### config.mk
export PLATFORM = sky130hd
export DESIGN_NAME = id_mex_pipe
export DESIGN_NICKNAME = d
export VERILOG_FILES = /design/src/rtl/pipe_pkg.sv /design/src/rtl/id_mex_pipe_hazard_detect.sv /design/src/rtl/id_mex_pipe.sv
export SDC_FILE = /design/constraint.sdc
export NUM_CORES = 1
export LEC_CHECK = 0
export ABC_AREA = 1
export ABC_CLOCK_PERIOD_IN_PS = 2200
export BUFFER_PORTS_ARGS = -buffer_cell sky130_fd_sc_hd__buf_2
export CAP_MARGIN = 30
export CORE_UTILIZATION = 30
export CTS_CLUSTER_SIZE = 24
export DETAILED_ROUTE_END_ITERATION = 16
export PLACE_DENSITY = 0.57
export SKIP_LAST_GASP = 1
export SLEW_MARGIN = 20
export SYNTH_ARGS = -nofsm -noshare
export SYNTH_HDL_FRONTEND = slang
export SYNTH_HIERARCHICAL = 1
export SYNTH_SLANG_ARGS = --single-unit
export TNS_END_PERCENT = 10
### constraint.sdc
create_clock -name clk -period 2.2 [get_ports clk]
set_input_delay 0.11 -clock clk [delete_from_list [all_inputs] [get_ports clk]]
set_output_delay 0.11 -clock clk [all_outputs]
set_load 0.03 [all_outputs]
### src/rtl/pipe_pkg.sv
// Shared widths, FSM state and the ID->MEX pipeline-slot record for the
// decode-to-MEX register and its hazard logic.
package pipe_pkg;

  localparam int REG_W  = 3;
  localparam int DATA_W = 8;
  localparam int OP_W   = 4;

  typedef enum logic {
    RUN    = 1'b0,
    BUBBLE = 1'b1
  } state_e;

  typedef struct packed {
    logic              valid;
    logic [REG_W-1:0]  reg1;
    logic [REG_W-1:0]  reg2;
    logic [REG_W-1:0]  wrt_reg;
    logic              reg_write;
    logic              mem_read;
    logic              alu_src;
    logic [DATA_W-1:0] imm;
    logic [OP_W-1:0]   alu_op;
  } id_mex_t;

endpackage

### src/rtl/id_mex_pipe_hazard_detect.sv
// Load-use hazard compare: the instruction in ID reads the destination of a
// valid load currently sitting in the MEX slot.
module hazard_detect #(
  parameter int REG_W = pipe_pkg::REG_W
) (
  input  logic             id_valid,
  input  logic [REG_W-1:0] id_reg1,
  input  logic [REG_W-1:0] id_reg2,
  input  logic             id_use1,
  input  logic             id_use2,
  input  logic             mex_valid,
  input  logic             mex_mem_read,
  input  logic             mex_reg_write,
  input  logic [REG_W-1:0] mex_wrt_reg,
  output logic             hazard
);

  logic match1;
  logic match2;

  always_comb begin
    match1 = id_use1 && (id_reg1 == mex_wrt_reg);
    match2 = id_use2 && (id_reg2 == mex_wrt_reg);
    hazard = id_valid && mex_valid && mex_mem_read && mex_reg_write
             && (match1 || match2);
  end

endmodule

### src/rtl/id_mex_pipe.sv
// ID->MEX pipeline register: captures decoded fields, inserts a one-cycle
// bubble on load-use hazards, holds while MEX is busy and squashes on flush.
module id_mex_pipe #(
  parameter int REG_W  = pipe_pkg::REG_W,
  parameter int DATA_W = pipe_pkg::DATA_W,
  parameter int OP_W   = pipe_pkg::OP_W
) (
  input  logic              clk,
  input  logic              rst_n,
  input  logic              id_valid,
  input  logic [REG_W-1:0]  id_reg1,
  input  logic [REG_W-1:0]  id_reg2,
  input  logic              id_use1,
  input  logic              id_use2,
  input  logic [REG_W-1:0]  id_wrt_reg,
  input  logic              id_reg_write,
  input  logic              id_mem_read,
  input  logic              id_alu_src,
  input  logic [DATA_W-1:0] id_imm,
  input  logic [OP_W-1:0]   id_alu_op,
  input  logic              flush,
  input  logic              mex_busy,
  output logic              stall,
  output logic              id_mex_valid,
  output logic [REG_W-1:0]  id_mex_reg1,
  output logic [REG_W-1:0]  id_mex_reg2,
  output logic [REG_W-1:0]  id_mex_wrt_reg,
  output logic              id_mex_reg_write,
  output logic              id_mex_mem_read,
  output logic              id_mex_alu_src,
  output logic [DATA_W-1:0] id_mex_imm,
  output logic [OP_W-1:0]   id_mex_alu_op
);

  import pipe_pkg::*;

  id_mex_t slot_q;
  state_e  state_q;
  logic    hazard;

  hazard_detect #(.REG_W(REG_W)) u_hazard (
    .id_valid      (id_valid),
    .id_reg1       (id_reg1),
    .id_reg2       (id_reg2),
    .id_use1       (id_use1),
    .id_use2       (id_use2),
    .mex_valid     (slot_q.valid),
    .mex_mem_read  (slot_q.mem_read),
    .mex_reg_write (slot_q.reg_write),
    .mex_wrt_reg   (slot_q.wrt_reg),
    .hazard        (hazard)
  );

  always_comb begin
    stall = !flush && (mex_busy || (hazard && state_q == RUN));
  end

  always_ff @(posedge clk) begin
    if (!rst_n) begin
      slot_q  <= '0;
      state_q <= RUN;
    end else if (flush) begin
      slot_q.valid     <= 1'b0;
      slot_q.reg_write <= 1'b0;
      slot_q.mem_read  <= 1'b0;
      state_q          <= RUN;
    end else if (mex_busy) begin
      slot_q  <= slot_q;
      state_q <= state_q;
    end else if (hazard && state_q == RUN) begin
      slot_q  <= '0;
      state_q <= BUBBLE;
    end else if (id_valid) begin
      slot_q.valid     <= 1'b1;
      slot_q.reg1      <= id_reg1;
      slot_q.reg2      <= id_reg2;
      slot_q.wrt_reg   <= id_wrt_reg;
      slot_q.reg_write <= id_reg_write;
      slot_q.mem_read  <= id_mem_read;
      slot_q.alu_src   <= id_alu_src;
      slot_q.imm       <= id_imm;
      slot_q.alu_op    <= id_alu_op;
      state_q          <= RUN;
    end else begin
      // An empty ID slot enters MEX as a fully zeroed bubble.
      slot_q  <= '0;
      state_q <= RUN;
    end
  end

  always_comb begin
    id_mex_valid     = slot_q.valid;
    id_mex_reg1      = slot_q.reg1;
    id_mex_reg2      = slot_q.reg2;
    id_mex_wrt_reg   = slot_q.wrt_reg;
    id_mex_reg_write = slot_q.reg_write;
    id_mex_mem_read  = slot_q.mem_read;
    id_mex_alu_src   = slot_q.alu_src;
    id_mex_imm       = slot_q.imm;
    id_mex_alu_op    = slot_q.alu_op;
  end

endmodule

Word level (Yosys, flattened, before mapping). Index checks and enable logic that the tools add are counted.

Logic and storage cells: 32. Memories kept: 0. Flip-flop bits (word level): 26. Memory bits (read-only): 0. Input bits: 31. Bits in latches: 0. RAM bits: 0.

$lt $le $gt $ge: 0. Divide/modulo/power cells: 0. $add $sub $neg: 0. Mux-type cells: 3. Bitwise operators: 4. Reduce and logical (&&, ||, !) cells: 13. Multiply operators: 0. Shift operators: 0. Equal/unequal tests: 2.

Operators by type and width (number): 2-to-1 mux 25 bit (2); logical AND 1 bit (8); equality test 3 bit (2); NOT 1 bit (4); logical OR 1 bit (2); AND reduction 2 bit (1); OR reduction 2 bit (1); zero test 1 bit (1); 2-to-1 mux 1 bit (1).

Logic depth before layout (Yosys ltp).
Depth after elaboration: 7. Depth in mapped cells: 10. Gate-level depth less buffers: 9.

By module. The synthesis kept the hierarchy.

By module, submodules not included: id_mex_pipe (cells each 169, area each 1167.4 µm², seq. area each 520.5 µm², instances 1); hazard_detect (cells each 34, area each 137.6 µm², seq. area each 0.0 µm², instances 1).

Least setup slack after synthesis. OpenSTA, ideal clock, no wires.

Kind: reg2out. Start: reg slot_q, in the netlist id_mex_wrt_reg[1]. End: out stall. Buffers on the path: 1. Cell stages (with the launch flop): 10. Arrival time: 1.793 ns. Setup slack: 0.297 ns. Cell sequence: dfxtp_1 > inv_1 > nand2_1 > nand2_1 > nor2_1 > nand2_1 > a21oi_2 > nand2_1 > buf_4 > a21oi_1.

Longest elaborated chain between the ends: 7. Elaborated cells between the ends (all ways): 9. Classes of those cells: 2 x eq/ne; 7 x reduce/logical.

Ends and longest elaborated chain: start, declared (line id_mex_pipe.sv:37) `id_mex_t slot_q;`; start signal, assigned (line id_mex_pipe.sv:68) `slot_q <= slot_q;`; equality test 3 bit (on tied branches) (line id_mex_pipe_hazard_detect.sv:22, id_mex_pipe_hazard_detect.sv:23); logical AND 1 bit (on tied branches) (line id_mex_pipe_hazard_detect.sv:22, id_mex_pipe_hazard_detect.sv:23); logical OR 1 bit * (line id_mex_pipe_hazard_detect.sv:25) `&& (match1 || match2);`; logical AND 1 bit * (line id_mex_pipe_hazard_detect.sv:25); net hazard (line id_mex_pipe.sv:39) `logic hazard;`; logical AND 1 bit * (line id_mex_pipe.sv:55) `stall = !flush && (mex_busy || (hazard && state_q == RUN));`; logical OR 1 bit * (line id_mex_pipe.sv:55); logical AND 1 bit * (line id_mex_pipe.sv:55); end, declared (line id_mex_pipe.sv:23) `output logic stall,`.

Mark *: on every way through the listed nets, which the timed path passes. The rest lies on a longest branch.

Worst setup path in the final report.
Start: reg slot_q, in the netlist id_mex_wrt_reg[2]. End: out stall.

Same word-level chain as after synthesis.

==> out/results.ini <==
[outcome]
status=completed

[yosys]
ys_types=16
synthArstFlopShare=0
synth_edf_count=0
synthCells=203
synth_warnings=6
synth_nets=234
synth_area_leaders=dfxtp_1 40%, nand2_1 14%, inv_1 9.2%, nor2_1 8.9%, a21oi_1 8.4%
avgSynthCellArea_um2=6.43
synth.top_cell.area_share=0.399
yosysTopAreaCell=dfxtp_1
yosys_most_used_dff=dfxtp_1
ys_ff_latch=26
syn-cell-area_mm2=0.00131
yosysSeqAreaShare=0.399

[die]
start_util=0.319
die_w_um=68.0
fp.dieH_um=68.0
ios=57
dieArea_mm2=0.00462
row_count=23
core_region_area_mm2=0.00409

[worst_setup_path]
critPathRequiredTime_ns=2.09
cp.arrival_ns=1.70
critPathKind=flip-flop to primary output
worstPathMaxFanout=15
startpoint_type=flip-flop
crit_path_end_kind=primary output

[pwr]
power_frac_seq=0.452
p_leak_nw=0.985
swShare=0.279
p_int_mw=0.817
power_frac_comb=0.196
clkPwrFrac=0.352
p_sw_mw=0.316
power_density_mw_per_mm2=674
finalPower_mw=1.13
ir_drop_mv=0.312

[clock_tree]
postCtsSetupBuffers=0
cts_buffers=3
hold_buffers=0
path_clk_slew_ns=0.09
cts_max_level=1
cts-root-buf=clkbuf_8
cts_resized=0
cts_sinks=26
clock_latency_ns=0.27
cts_tree=built
ctsLongestPathBuffers=2

[hold_path]
hp-class=input pin to flip-flop

[timing]
setup_tns_ns=0
finClkSkew_ns=0.00251
rsz0062_at_grt=no
setup_viol=0
slew_violations=0
hold_viol_final=0
slew_headroom=0.734
worst_pin_slew_ns=0.398
fmax_mhz=551
finalCriticalPeriod_ns=1.81
fin_crit_sh=0.825

[route]
drtAntennaViolNets=0
vias_per_cell=4.36
post_drt_wl_per_cell_um=10.6
dr_total_vias=1339
drt-pass1-iter-count=4
drt_iter0_drc=76
drt-total-wl_um=3250
drc_errors=0

[global_route]
grt_max_degree=24
grtUsageTotal=0.141
grt_overflow=0
antenna_found_initial=0
grt_pass1_wl_um=4910
grt_pass1_vias=1093

[layout]
largest_register_ff_count=8
final_layout_size_suffix_gt1_frac=0.280
layout_commonest_cell=buf_2
diodes=0
syn2layout_area_growth_pct=28.9
fin_nets=289
layout_common_cells=56 x buf_2, 49 x nand2_1, 32 x inv_1
n_fill_cell=443

[place]
gp_congestion=0.880
io_buffers=56
dp_hpwl_um=2310

[run]
cap_violations=0

==> cell usage after synthesis (2+ instances only) <==
cell / n
o21ai_1: 7
inv_2: 2
a21oi_1: 22
nand2_1: 49
dfxtp_1: 26
inv_1: 32
buf_2: 3
a21oi_2: 4
buf_4: 3
o21ai_0: 17
nor2_1: 31
buf_6: 2
clkbuf_1: 2
==> final cells by class <==
cell class	count	area [um^2]	share of cell area
multi-input cells	133	589	0.350
flip-flops and latches	26	520	0.310
repair buffers	60	310	0.185
inverters	34	128	0.0759
well taps	50	62.6	0.0372
clock buffers	3	41.3	0.0246
clock inverters	1	30.0	0.0179
==> logic make-up (layout without fill, tap and decap cells) <==
kind of cell    after synthesis  after routing  share of synthesized area
compound gates               50             50                      0.203
simple gates                 83             83                      0.248
buf+inv                      44             98                      0.150
flops                        26             26                      0.399
==> stage by stage <==
step	hold slack, ns	area (um^2)	std cells	util	worst slack (ns)
floorplan	0.249	1310	203	-	0.297
global placement	0.425	1610	303	0.394	0.715
detailed placement	0.428	1610	303	0.394	0.681
CTS	0.142	1680	307	0.412	0.363
global route	0.149	1680	307	0.412	0.180
finish	0.146	1680	307	0.412	0.385
==> path summary, 6_finish.rpt <==
path | start | endpoint | slack, ns | cells after the start
worst max-delay path | id_mex_wrt_reg[2] | stall | 0.39 | 10
worst min register to register | id_mex_reg2[1] | id_mex_reg2[1] | 0.52 | 2
worst max register to register | id_mex_wrt_reg[2] | id_mex_valid | 0.72 | 10
worst min-delay path | id_reg_write | id_mex_reg_write | 0.15 | 5
==> power by group through the flow <==
stage                     sequential, mW  clock [mW]  combinational (mW)
final                              0.512       0.399               0.222
after global routing               0.516       0.426               0.245
after CTS                          0.513       0.409               0.224
after detailed placement           0.523           0               0.223
after global placement             0.524           0               0.223
after floorplan                    0.577           0              0.0961
==> per-layer routing <==
layer  GRT usage  vias to the layer above  part of all wire
li1            -                      727                 -
met4      0.0391                        0            0.0074
met5           0                        -                 0
met3      0.0417                        4             0.084
met2       0.229                       43              0.45
met1       0.180                      565              0.46
==> critical path, stage by stage (launching register included) <==
cell	delay [ns]
dfxtp_1	0.41
inv_2	0.05
nand2_1	0.05
nand2_1	0.06
nor2_2	0.08
nand2_1	0.06
a21oi_2	0.12
nand2_1	0.07
buf_4	0.19
a21oi_1	0.13
buf_2	0.21
(Power assumes the default switching activity.)
